### src/rtl/md5_guess_generator.sv
// ----------------------------------------------------------------------------
// md5_guess_generator
//
// Brute-force candidate source feeding MD5Pipeline. Walks every string over
// the contiguous character range [CHARSET_LO, CHARSET_HI], starting at length
// start_len+1 and ending after the last string of length end_len+1, one
// candidate per clock while enable is high.
//
// Optional build macro: GEN_COUNT_EN
//   defined   -> guess_count port and 48-bit saturating candidate counter
//   undefined -> neither exists; all other behaviour unchanged
//
// Ports:
//   clk          system clock, rising edge
//   rst_n        asynchronous active-low reset
//   start        one-cycle pulse, loads first candidate (IDLE/DONE only)
//   abort        return to IDLE from any state, wins over start
//   enable       advance permission, 0 holds the current candidate
//   start_len    first length, characters-1 (sampled at start)
//   end_len      last length, characters-1 (sampled at start)
//   guess        candidate, first character in [127:120], unused bytes zero
//   guesslen     candidate length-1
//   guess_valid  one-cycle strobe per distinct candidate
//   done         keyspace exhausted
//   guess_count  candidates emitted since start (GEN_COUNT_EN only)
//
// Handshake: guess/guesslen are meaningful only in a cycle where guess_valid
// is high; the block never waits on the consumer, enable is the only
// back-pressure and it simply freezes the odometer.
// ----------------------------------------------------------------------------
module md5_guess_generator #(
    parameter logic [7:0] CHARSET_LO = 8'h61,
    parameter logic [7:0] CHARSET_HI = 8'h7A
) (
    input  logic         clk,
    input  logic         rst_n,
    input  logic         start,
    input  logic         abort,
    input  logic         enable,
    input  logic [3:0]   start_len,
    input  logic [3:0]   end_len,
    output logic [127:0] guess,
    output logic [3:0]   guesslen,
    output logic         guess_valid,
`ifdef GEN_COUNT_EN
    output logic         done,
    output logic [47:0]  guess_count
`else
    output logic         done
`endif
);

    typedef enum logic [1:0] {
        ST_IDLE = 2'd0,
        ST_RUN  = 2'd1,
        ST_DONE = 2'd2
    } state_t;

    state_t         r_state, w_state_nxt;
    logic [127:0]   r_guess, w_guess_nxt;
    logic [3:0]     r_guesslen, w_guesslen_nxt;
    logic           r_valid, w_valid_nxt;
    logic           r_done, w_done_nxt;
    logic [3:0]     r_end_len, w_end_len_nxt;

    // Odometer increment of the current candidate and the carry out of the
    // leftmost character.
    logic [127:0]   w_inc_guess;
    logic           w_carry;

`ifdef GEN_COUNT_EN
    logic [47:0]    r_count, w_count_nxt;
    logic [47:0]    w_count_inc;
`endif

    // Build n_chars copies of CHARSET_LO left-justified, zero elsewhere.
    function automatic logic [127:0] fill_lo(input logic [4:0] n_chars);
        logic [127:0] f;
        f = '0;
        for (int k = 0; k < 16; k++) begin
            if (k < int'(n_chars)) begin
                f[127-8*k -: 8] = CHARSET_LO;
            end
        end
        return f;
    endfunction

    // Carry enters at the rightmost active byte (index guesslen from the
    // left) and ripples leftwards; bytes past guesslen are never touched.
    always_comb begin
        w_inc_guess = r_guess;
        w_carry     = 1'b1;
        for (int k = 15; k >= 0; k--) begin
            if ((4'(k) <= r_guesslen) && w_carry) begin
                if (r_guess[127-8*k -: 8] == CHARSET_HI) begin
                    w_inc_guess[127-8*k -: 8] = CHARSET_LO;
                end else begin
                    w_inc_guess[127-8*k -: 8] = r_guess[127-8*k -: 8] + 8'd1;
                    w_carry                   = 1'b0;
                end
            end
        end
    end

`ifdef GEN_COUNT_EN
    assign w_count_inc = (r_count == '1) ? r_count : r_count + 48'd1;
`endif

    // Next-state and registered-output logic.
    always_comb begin
        w_state_nxt    = r_state;
        w_guess_nxt    = r_guess;
        w_guesslen_nxt = r_guesslen;
        w_valid_nxt    = 1'b0;
        w_done_nxt     = r_done;
        w_end_len_nxt  = r_end_len;
`ifdef GEN_COUNT_EN
        w_count_nxt    = r_count;
`endif
        if (abort) begin
            w_state_nxt = ST_IDLE;
            w_done_nxt  = 1'b0;
        end else begin
            case (r_state)
                ST_IDLE, ST_DONE: begin
                    if (start) begin
                        if (start_len <= end_len) begin
                            w_state_nxt    = ST_RUN;
                            w_guess_nxt    = fill_lo({1'b0, start_len} + 5'd1);
                            w_guesslen_nxt = start_len;
                            w_valid_nxt    = 1'b1;
                            w_done_nxt     = 1'b0;
                            w_end_len_nxt  = end_len;
`ifdef GEN_COUNT_EN
                            w_count_nxt    = 48'd1;
`endif
                        end else begin
                            // Empty keyspace: finish without a candidate.
                            w_state_nxt = ST_DONE;
                            w_done_nxt  = 1'b1;
                        end
                    end
                end
                ST_RUN: begin
                    if (enable) begin
                        if (!w_carry) begin
                            w_guess_nxt = w_inc_guess;
                            w_valid_nxt = 1'b1;
`ifdef GEN_COUNT_EN
                            w_count_nxt = w_count_inc;
`endif
                        end else if (r_guesslen < r_end_len) begin
                            // Length rollover: one more character, all LO.
                            w_guesslen_nxt = r_guesslen + 4'd1;
                            w_guess_nxt    = fill_lo({1'b0, r_guesslen} + 5'd2);
                            w_valid_nxt    = 1'b1;
`ifdef GEN_COUNT_EN
                            w_count_nxt    = w_count_inc;
`endif
                        end else begin
                            // Keyspace exhausted; guess keeps the last one.
                            w_state_nxt = ST_DONE;
                            w_done_nxt  = 1'b1;
                        end
                    end
                end
                default: begin
                    w_state_nxt = ST_IDLE;
                    w_done_nxt  = 1'b0;
                end
            endcase
        end
    end

    always_ff @(posedge clk or negedge rst_n) begin
        if (!rst_n) begin
            r_state    <= ST_IDLE;
            r_guess    <= '0;
            r_guesslen <= '0;
            r_valid    <= 1'b0;
            r_done     <= 1'b0;
            r_end_len  <= '0;
`ifdef GEN_COUNT_EN
            r_count    <= '0;
`endif
        end else begin
            r_state    <= w_state_nxt;
            r_guess    <= w_guess_nxt;
            r_guesslen <= w_guesslen_nxt;
            r_valid    <= w_valid_nxt;
            r_done     <= w_done_nxt;
            r_end_len  <= w_end_len_nxt;
`ifdef GEN_COUNT_EN
            r_count    <= w_count_nxt;
`endif
        end
    end

    assign guess       = r_guess;
    assign guesslen    = r_guesslen;
    assign guess_valid = r_valid;
    assign done        = r_done;
`ifdef GEN_COUNT_EN
    assign guess_count = r_count;
`endif

endmodule

### config.mk
export PLATFORM = sky130hd
export DESIGN_NAME = md5_guess_generator
export DESIGN_NICKNAME = d
export VERILOG_FILES = /design/src/rtl/md5_guess_generator.sv
export SDC_FILE = /design/constraint.sdc
export NUM_CORES = 1
export LEC_CHECK = 0
export ABC_CLOCK_PERIOD_IN_PS = 6030
export CAP_MARGIN = 20
export CORE_MARGIN = 2
export CORE_UTILIZATION = 50
export CTS_BUF_LIST = sky130_fd_sc_hd__clkbuf_8
export DETAILED_ROUTE_END_ITERATION = 10
export HOLD_SLACK_MARGIN = 0.08
export PLACE_DENSITY = 0.79
export SLEW_MARGIN = 20
export SYNTH_ARGS = -nofsm -noshare
export SYNTH_HDL_FRONTEND = slang
export SYNTH_SLANG_ARGS = --single-unit
### constraint.sdc
create_clock -name clk -period 6.03 [get_ports clk]
set_input_delay 1.206 -clock clk [delete_from_list [all_inputs] [get_ports clk]]
set_output_delay 1.206 -clock clk [all_outputs]
set_load 0.01 [all_outputs]
* After elaboration in Yosys (flattened, before gate mapping)
Cells that the tools add are included.
Widths: inputs -> output; s select.
** Cells by class
- Order comparisons :: 50
- Muxes and demuxes :: 129
- Bitwise operators :: 1
- Reduce and logical (&&, ||, !) cells :: 37
- Equal/unequal tests :: 44
- Add/subtract/negate cells :: 19
** Operators by type and width (number)
- $mux 128 :: 5
- $mux 8 :: 32
- $pmux 128 s2 :: 1
- $mux 7 :: 32
- $add 8x1->8 const B :: 16
- $eq 8x7->1 const B :: 16
- $reduce_and 7->1 :: 17
- $lt 4x5->1 const A :: 16
- $ne 3x3->1 const B :: 21
- $mux 1 :: 44
- $lt 3x5->1 const A :: 8
- $le 4x4->1 const A :: 8
- $lt 1x5->1 const A :: 4
- $lt 2x5->1 const A :: 4
- $mux 4 :: 5
- $le 3x4->1 const A :: 4
- $logic_and 1x1->1 :: 15
- $mux 2 :: 6
- $ne 2x2->1 const B :: 5
- $le 1x4->1 const A :: 2
- $le 2x4->1 const A :: 2
- $pmux 4 s2 :: 1
- $reduce_and 4->1 :: 2
- $add 4x1->5 const B :: 1
- 12 further kinds :: 13
** Word-level totals
- Output and inout bits :: 134
- Register bits after elaboration :: 140

* Depth between registers and ports, before layout
- Word-level depth :: 37
- Depth in mapped cells :: 14
- Gate-level depth less buffers :: 10

* Worst setup path before layout
OpenSTA, ideal clock, no wires.
- Path type :: register to register
- Start point :: register r_guesslen[2], in the netlist guesslen[2]
- End point :: register r_guess[100], in the netlist guess[100]
- Arrival :: 3.393 ns
- Path buffers :: 4
- Slack :: 2.493 ns
- Required time :: 5.886 ns
- Stages on the path, launching flop included :: 14
- Setup time :: 0.144 ns
- Cells stage by stage :: dfrtp_1 clkbuf_1 buf_2 inv_1 ha_1 a2111oi_0 a31oi_1 or3_1 nor2_2 clkbuf_1 buf_1 a211oi_1 o31ai_1 o41ai_1
** On the way
- Cells in the longest elaborated chain, start to end :: 35
- Elaborated cells on any way between the ends :: 69
- Classes of those cells :: 17 x order compare; 2 x eq/ne; 34 x mux; 16 x reduce/logical
** RTL lines
- start: declaration :: line 61 : logic [3:0] r_guesslen, w_guesslen_nxt;
- start signal: assignment :: line 189 : r_guesslen <= w_guesslen_nxt;
- $le 4x4->1 :: line 94 : if ((4'(k) <= r_guesslen) && w_carry) begin
- $mux 1 :: line 94
- $mux 1 / $logic_and 1x1->1 (equally long branches) :: line 95, 94
- $mux 1 :: line 94
- $mux 1 / $logic_and 1x1->1 (equally long branches) :: line 95, 94
- $mux 1 :: line 94
- $mux 1 / $logic_and 1x1->1 (equally long branches) :: line 95, 94
- $mux 1 :: line 94
- (+19 left out)
- $mux 1 :: line 94
- $mux 1 / $logic_and 1x1->1 (equally long branches) :: line 95, 94
- $mux 1 :: line 94
- $mux 1 / $logic_and 1x1->1 (equally long branches) :: line 95, 94
- $mux 1 :: line 94
- $mux 128 :: line 146 : if (!w_carry) begin
- $mux 128 :: line 145 : if (enable) begin
- $pmux 128 s2 :: line 124 : case (r_state)
- end signal: assignment :: line 188 : r_guess <= w_guess_nxt;
- end: declaration :: line 60 : logic [127:0] r_guess, w_guess_nxt;
Several ways; a longest one is shown, not always the timed one. The select of a mux whose other input is x is not followed.
A chain may end at the register's enable or synchronous reset.

* Worst setup path after layout
- Start point :: register r_guesslen[1], in the netlist guesslen[1]
- End point :: register r_guess[41], in the netlist guess[41]
The elaborated chain is that of the path after synthesis.

==> metrics.cfg <==
[run_status]
status = complete, no violations

[cts]
cts_resized = 0
hold_buffers = 0
cts_made_buffers = 17
cts_buffer_depth = 2
cts.sinks = 139
worstSkewPairLatency_ns = 0.47
cts-root-buf = clkbuf_8
cts_tree = yes
clk_pin_slew_ns = 0.08
post-cts-setup-buffers = 0
htree_levels = 4

[setup_path]
cpMaxStageDelayCell = a2111oi_0
crit_buf_inv = 2
path_depth = 10
critPathKind = reg -> reg
crit_family = compound AO/OA/AOI/OAI gates
reg2regPathDepth = 10
critical-path-max-stage-delay_ns = 0.81
cp-end-kind = flop
cp_cell_sequence = inv_1 -> ha_1 -> a2111oi_0 -> a31oi_1 -> or3_1 -> nor2_4 -> buf_4 -> a211o_1 -> and2_1 -> mux2_2
arrival_ns = 4.85
crit_required_ns = 6.38
critPathMaxFanout = 53
worst_setup_path_start_kind = flop

[route]
met1_length_um = 12800
top_layer = met4
vias = 10500
wl_met3_um = 3010
avgViaCountPerCell = 6.80
antenna_left = 0
wl_met2_um = 14700
firstDrtPassIters = 6
drtIter0Drc = 1251
drc = 0
wl_per_cell_um = 20.3
routed_wl_um = 31300

[power]
power_density_nw_per_um2 = 353
irDropWorstVdd_mv = 0.196
leakagePower_uw = 0.00491
finalPower_uw = 4320

[timing]
max_slew_margin_pct = 38.2
worstMarginPinSlew_ns = 0.926
fin_crit_sh_pct = 74.5
rsz0062_at_grt = false
slew_violations = 0
fin_skew_ns = 0.0106
setup_viol = 0
finalSetupTns_ns = 0
setup_ws_ns = 1.54
fin_crit_ns = 4.49
max_freq_ghz = 0.223
finalHoldViolCount = 0

[placed_design]
gp_congestion = 0.921
dp_hpwl_um = 21500
place_ws_ns = 1.45
dpl.cell_count = 1514
io_buffers = 146

[floorplan]
io_pins = 147
die_area_um2 = 21500
dieHeight_um = 147
coreArea_um2 = 20100
die_x_um = 147
rows = 52
start_util_pct = 50.6

[cells_and_area]
diodes = 0
fill_cells = 1718
layout-drive-gt1-share_pct = 8.24
regArea_um2 = 3480
multi_input_area_um2 = 6170
nets = 1326
final_cells = 1545
final_core_util_pct = 60.8
area_growth_pct = 20.0

[grt]
grt_start_max_net_pins = 94
grtUsageTotal_pct = 28.9
grt_pass1_vias = 10000
grt_pass1_wl_um = 51100
antenna_found_initial = 0
grt.overflow.total = 0

[synth]
syn_inst = 1143
ys_ff_latch = 139
seq_area_frac_synth_pct = 34.2
synth_top_area_share_pct = 34.2
yosysMostFrequentCell = dfrtp_1
synthTopCellsByCount = 139 x dfrtp_1, 81 x nor2_1, 67 x nand3_1, 62 x o21ai_0, 53 x inv_1
synthTopCellsByArea = dfrtp_1 34%, ha_1 6.1%, o31ai_1 3.8%, nand3_1 3.3%, o21ai_0 3.0%
async_flop_share_pct = 100
netlist_area_um2 = 10200
ys_types = 80
yosysWarnings = 0
synthFlopType = dfrtp_1
syn_nets = 1206
syn_area_per_cell_um2 = 8.90
synth_top_cell_by_area = dfrtp_1
synth_edf_count = 0

[hold_path]
min_path_cells = 1
hp-class = reg -> reg

[flow_run]
maxCapViolCount = 0

==> metrics by stage <==
stage               hold WS [ns]  instance area (um^2)
floorplan                  0.482                 10200
detailed placement         0.514                 11800
global placement           0.496                 11800
CTS                        0.531                 12200
global route               0.548                 12200
finish                     0.532                 12200
==> flip-flops by register name, indices dropped and copies added, names as in the netlist <==
signal       cells
r_state          2
guesslen         4
r_end_len        4
guess          128
guess_valid      1
==> per-layer routing <==
| layer | global-route usage (%) | vias up |
|---|---|---|
| li1 | - | 4720 |
| met1 | 38.3 | 5070 |
| met2 | 46.9 | 626 |
| met3 | 6.28 | 85 |
| met4 | 10.3 | 0 |
| met5 | 0 | - |
==> final timing paths <==
check,end,slack [ns],from
max,guess[41],1.54,guesslen[1]
min,r_end_len[0],0.53,r_end_len[0]
max reg2reg,guess[41],1.54,guesslen[1]
min reg2reg,r_end_len[0],0.53,r_end_len[0]
max in group asynchronous,guess[16],4.01,rst_n
min in group asynchronous,guess[123],0.83,rst_n
==> cells by family (layout without fill, tap and decap cells) <==
group | count (synthesis) | in the layout | synth area share [%]
compound gates | 438 | 438 | 31.7
simple gates | 366 | 366 | 19.3
flops | 139 | 139 | 34.2
buf+inv | 119 | 251 | 5.36
fa+ha+maj | 50 | 50 | 6.15
mux | 27 | 27 | 2.94
xor+xnor | 4 | 4 | 0.344
==> report_power, final <==
part	internal (uW)	switching [uW]	leakage, uW	total (uW)
sequential	1160	395	0.00182	1560
clock	426	395	0.000201	821
combinational	893	1050	0.00289	1940
==> final cells by class <==
class                      instances  area share [%]
multi-input combinational        885            50.5
clock buffer                      19            2.14
clock inverter                    12            1.21
inverter                          54            1.66
tap                              270            2.77
timing repair buffer             166            13.2
sequential                       139            28.5
==> layout by cell type (no fill, tap or decap), types with 18 or more instances in the layout <==
master             n
a211o_1           25
a211oi_1          31
a21oi_1           47
a22o_1            25
a31oi_1           18
a32o_1            26
and3_1            35
buf_4             20
clkbuf_8          19
clkdlybuf4s50_1  145
dfrtp_1          139
ha_1              50
inv_1             54
mux2_2            23
nand2_1           48
nand2b_1          24
nand3_1           67
nor2_1            81
nor3_1            20
o211ai_1          26
o21ai_0           62
o22ai_1           18
o31ai_1           52
o41ai_1           18
(Power assumes the default switching activity.)
==> patch 1: new RTL, same flow settings <==
Put one more register stage on the output `done`, without a reset. The value now appears one clock later. The other outputs are not delayed to match.
--- a/src/rtl/md5_guess_generator.sv
+++ b/src/rtl/md5_guess_generator.sv
@@ -199,7 +199,9 @@
     assign guess       = r_guess;
     assign guesslen    = r_guesslen;
     assign guess_valid = r_valid;
-    assign done        = r_done;
+    always_ff @(posedge clk) begin
+        done <= r_done;
+    end
 `ifdef GEN_COUNT_EN
     assign guess_count = r_count;
 `endif
Function: not settled (the Yosys comparison gave no result); the edit may change what the design does.
==> patch 1 against the unedited design <==
Sequential cell count grew 1; area after synthesis is 0.20% higher; cell area about the same; routed wire length fell by 0.31%; non-clock buffer count decreased by 1; largest cell class unchanged; worst setup slack worse by 0.22 ns; utilization hardly changed; clock skew barely moved; cell count unchanged; synthesized cell count about the same; power is 0.71% lower; via count down 1.5%.
==> patch 1: results (changes against the unedited design) <==
irDropWorstVdd_v: 0.000194  # -1.2%
hpwl_um: 21500  # +0.10%
fin_worst_skew_ns: 0.0106  # +0.0000222 ns
synth_cell_types: 81  # +1.3%
fill_cells: 1729  # +0.64%
crit_path_max_incr_delay_ns: 1.00  # +0.19 ns
synth_area_leaders: "dfrtp_1, ha_1, o31ai_1"
drt_wl_total_um: 31200  # -0.31%
grt_pass1_wl_um: 50800  # -0.51%
first_global_vias: 9713  # -2.9%
cp_slowest_cell: "or4_1"
status: "complete, no violations"
worstPathMaxFanout: 66  # +25%
drive_above_1_share_pct: 7.84  # -0.39 points
grt_max_degree: 99  # +5.3%
r2r_slack_ns: 1.32  # -0.22 ns
cp.arrival_ns: 5.07  # +0.22 ns
r2r_end: "guess[56]"
synth_fp_nets: 1207  # +0.083%
yosysSeqAreaShare_pct: 34.3  # +0.13 points
grt.total_usage_pct: 28.7  # -0.29 points
synth_compound_area_share_pct: 31.6  # -0.062 points
synth_fa_ha_area_share_pct: 6.14  # -0.012 points
root_buffer: "clkbuf_8"
synth-xor-area-share_pct: 0.344  # -0.00068 points
vias: 10300  # -1.5%
synthMuxAreaShare_pct: 2.93  # -0.0058 points
max-slew-margin-rel_pct: 33.5  # -4.7 points
p_leak_uw: 0.00493  # +0.40%
first_iter_violations: 1032  # -18%
## patch 1: cell count changes in the layout (fill, tap and decap cells not counted), sizes merged
cell and change:
dfxtp +1, bufinv -1, buf -1, clkbuf +1
clkinvlp -3, inv +3
## patch 1: power by group
part / internal (µW) / switching, µW / leakage (µW)
clock: 390 / 388 / 0.000211
combinational: 897 / 1050 / 0.00289
sequential: 1170 / 394 / 0.00183
total: 2450 / 1830 / 0.00493
## patch 1: cells by family after synthesis
family,after synthesis
adder cells (fa/ha/maj),50
buffers and inverters,119
XOR/XNOR,4
AO/OA/AOI/OAI,438
flip-flops,140
AND/OR/NAND/NOR,366
multiplexers,27
## patch 1: cell type report
cell class	instances	share of cell area, %
multi-input combinational	885	50.6
inverter	54	1.66
timing repair buffer	165	13.2
tap	270	2.77
clock inverter	11	0.861
clock buffer	20	2.25
sequential	140	28.7
## patch 1: worst max-delay path by stage
stage | start | to | slack [ns] | cells after the start
after detailed placement | start_len[3] | guess[49] | 1.26 | 9
after global placement | start_len[3] | guess[49] | 1.31 | 9
final | guesslen[1] | guess[56] | 1.32 | 10
after global routing | guesslen[1] | guess[105] | 1.11 | 11
after floorplan | guesslen[2] | guess[100] | 2.49 | 13
after CTS | guesslen[1] | guess[92] | 1.44 | 10
## patch 1: per-stage QoR
stage	setup slack, ns	utilization (%)	cells	hold slack, ns	cell area, µm²
3_5_place_dp	1.26	58.8	1514	0.503	11800
6_report	1.32	60.7	1545	0.515	12200
2_1_floorplan	2.49	-	1144	0.413	10200
5_1_grt	1.11	60.7	1545	0.525	12200
3_3_place_gp	1.31	58.8	1514	0.496	11800
4_1_cts	1.44	60.7	1545	0.519	12200
## patch 1: layer usage
metal | track usage (%) | up-vias | part of all wire (%)
li1 | - | 4725 | -
met4 | 12.0 | 0 | 3.4
met3 | 5.40 | 91 | 7.3
met1 | 38.9 | 5019 | 43
met2 | 45.2 | 511 | 46
met5 | 0 | - | 0
## patch 1: worst register-to-register path, stage by stage (launching register included)
cell,delay (ns)
dfrtp_1,0.71
inv_1,0.27
ha_1,0.32
a22oi_1,0.23
nor2_1,0.08
a221o_1,0.51
or4_1,1.00
o21ai_4,0.61
buf_12,0.34
o21ai_0,0.21
mux2_2,0.32
==> patch 2: new RTL, config.mk and constraints unchanged <==
Made on the original files. The option `GEN_COUNT_EN` is turned on by a define.
--- a/src/rtl/md5_guess_generator.sv
+++ b/src/rtl/md5_guess_generator.sv
@@ -28,6 +28,8 @@
 // is high; the block never waits on the consumer, enable is the only
 // back-pressure and it simply freezes the odometer.
 // ----------------------------------------------------------------------------
+`define GEN_COUNT_EN
+
 module md5_guess_generator #(
     parameter logic [7:0] CHARSET_LO = 8'h61,
     parameter logic [7:0] CHARSET_HI = 8'h7A
New outputs: guess_count. Function: not settled (the Yosys comparison gave no result); the edit may change what the design does.
==> patch 2 against the unedited design <==
Clock power rose by 3.4%; power decreased by 8.0%; routed wire length increased by 17%; clock skew is 0.015 ns higher; sequential cell count up 48; combinational power fell by 27%; count of clock-buffer cells in the layout did not move; sequential share of layout area grew 3.3 points; area after synthesis increased by 19%; worst setup slack worse by 0.66 ns; global-route usage down 0.77 points; utilization rose by 1.6 points; cell area grew 20%; critical path type unchanged; critical endpoint is now guess[23].
==> patch 2: results (changes against the unedited design) <==
grt.total_usage_pct: 28.2  # -0.77 points
status: "complete, no violations"
synth_area_leaders: "dfrtp_1, o21ai_0, ha_1"
async_flop_share_pct: 100  # unchanged
synthTopCellsByCount: "dfrtp_1, o21ai_0, nand2_1, a21oi_1, nor2_1"
grt_max_degree: 109  # +16%
p_leak_uw: 0.00597  # +22%
synth_cell_types: 73  # -8.8%
final_nets: 1676  # +26%
num-clock-buffers: 19  # unchanged
nonClkBufAreaFrac_pct: 14.3  # +1.1 points
drive_above_1_share_pct: 4.49  # -3.7 points
diodes: 1  # +1
fin_worst_skew_ns: 0.0252  # +0.0146 ns
irDropWorstVdd_v: 0.000180  # -8.2%
hpwl_um: 26000  # +21%
synth_fp_nets: 1519  # +26%
gp_congestion: 0.959  # +4.1%
cp.arrival_ns: 5.50  # +0.65 ns
port_buffers: 194  # +33%
seq_cell_count: 187  # +35%
hold_depth: 2  # +1
drt_wl_total_um: 36500  # +17%
nNonClkInverters: 60  # +11%
insertion_delay_ns: 0.48
vias: 12500  # +19%
n_all_buffers: 213  # +28%
sh_seq_area_pct: 31.8  # +3.3 points
fill_cells: 2006  # +17%
min_to: "r_end_len[0]"
crit_path_end: "guess[23]"
grt_pass1_wl_um: 59700  # +17%
r2r_slack_ns: 0.88  # -0.66 ns
yosysSeqAreaShare_pct: 38.7  # +4.5 points
first_global_vias: 11500  # +15%
first_iter_violations: 1074  # -14%
max-slew-margin-rel_pct: 29.1  # -9.1 points
multi_input_area_share_pct: 47.1  # -3.5 points
worstPathMaxFanout: 18  # -66%
cts.clk_slew.worst_paths_ns: 0.10  # +0.02 ns
clock_area_share_pct: 2.59  # -0.76 points
patch 2: cell count changes after synthesis, moves of 20 or more:
cell and delta:
dfrtp_1 +48, a211oi_1 -28, nand2_1 +86, nor2_1 +25, clkbuf_1 +28, o31ai_1 -21, a211o_1 -23, o21ai_0 +99
a21oi_1 +62, or3_1 +30, mux2_2 -20, a32o_1 -25
patch 2: worst max-delay path, stage by stage, from the launching register on:
cell and delay [ns]:
dfrtp_1 0.70, inv_1 0.23, ha_1 0.32, a221oi_1 0.57
a31oi_1 0.25, a221oi_1 0.46, nand4_1 0.37, o31ai_4 0.81
o211ai_1 0.52, or3_1 0.52, o41ai_1 0.30
patch 2: logic make-up after synthesis:
| group | Yosys count | synth area share (%) |
|---|---|---|
| adder cells (fa/ha/maj) | 51 | 5.28 |
| AND/OR/NAND/NOR | 580 | 24.9 |
| buffers and inverters | 135 | 4.41 |
| AO/OA/AOI/OAI | 485 | 25.4 |
| XOR/XNOR | 9 | 0.652 |
| flip-flops | 187 | 38.7 |
| multiplexers | 8 | 0.693 |
patch 2: power by group:
group	internal, µW	switching (µW)	total [µW]
Clock	327	522	849
Sequential	1410	288	1700
Combinational	604	820	1420
Total	2340	1630	3970
patch 2: through the flow:
stage	worst slack, ns	instances	utilization [%]	instance area [µm²]	hold WS (ns)
CTS	1.06	1944	62.3	14700	0.525
floorplan	1.76	1455	-	12100	0.447
detailed placement	0.549	1912	60.7	14300	0.491
global route	0.612	1944	62.3	14700	0.551
global placement	0.706	1912	60.7	14300	0.487
finish	0.876	1945	62.3	14700	0.520
patch 2: per-layer routing:
metal  share of wire, %  wire (µm)  GRT usage, %  vias to the layer above
met4                2.6        947          10.4                        0
met2                 45      16400          42.1                      595
li1                   -          -             -                     5797
met3                8.0       2940          5.34                       69
met5                  0          0             0                        -
met1                 44      16200          40.7                     5990
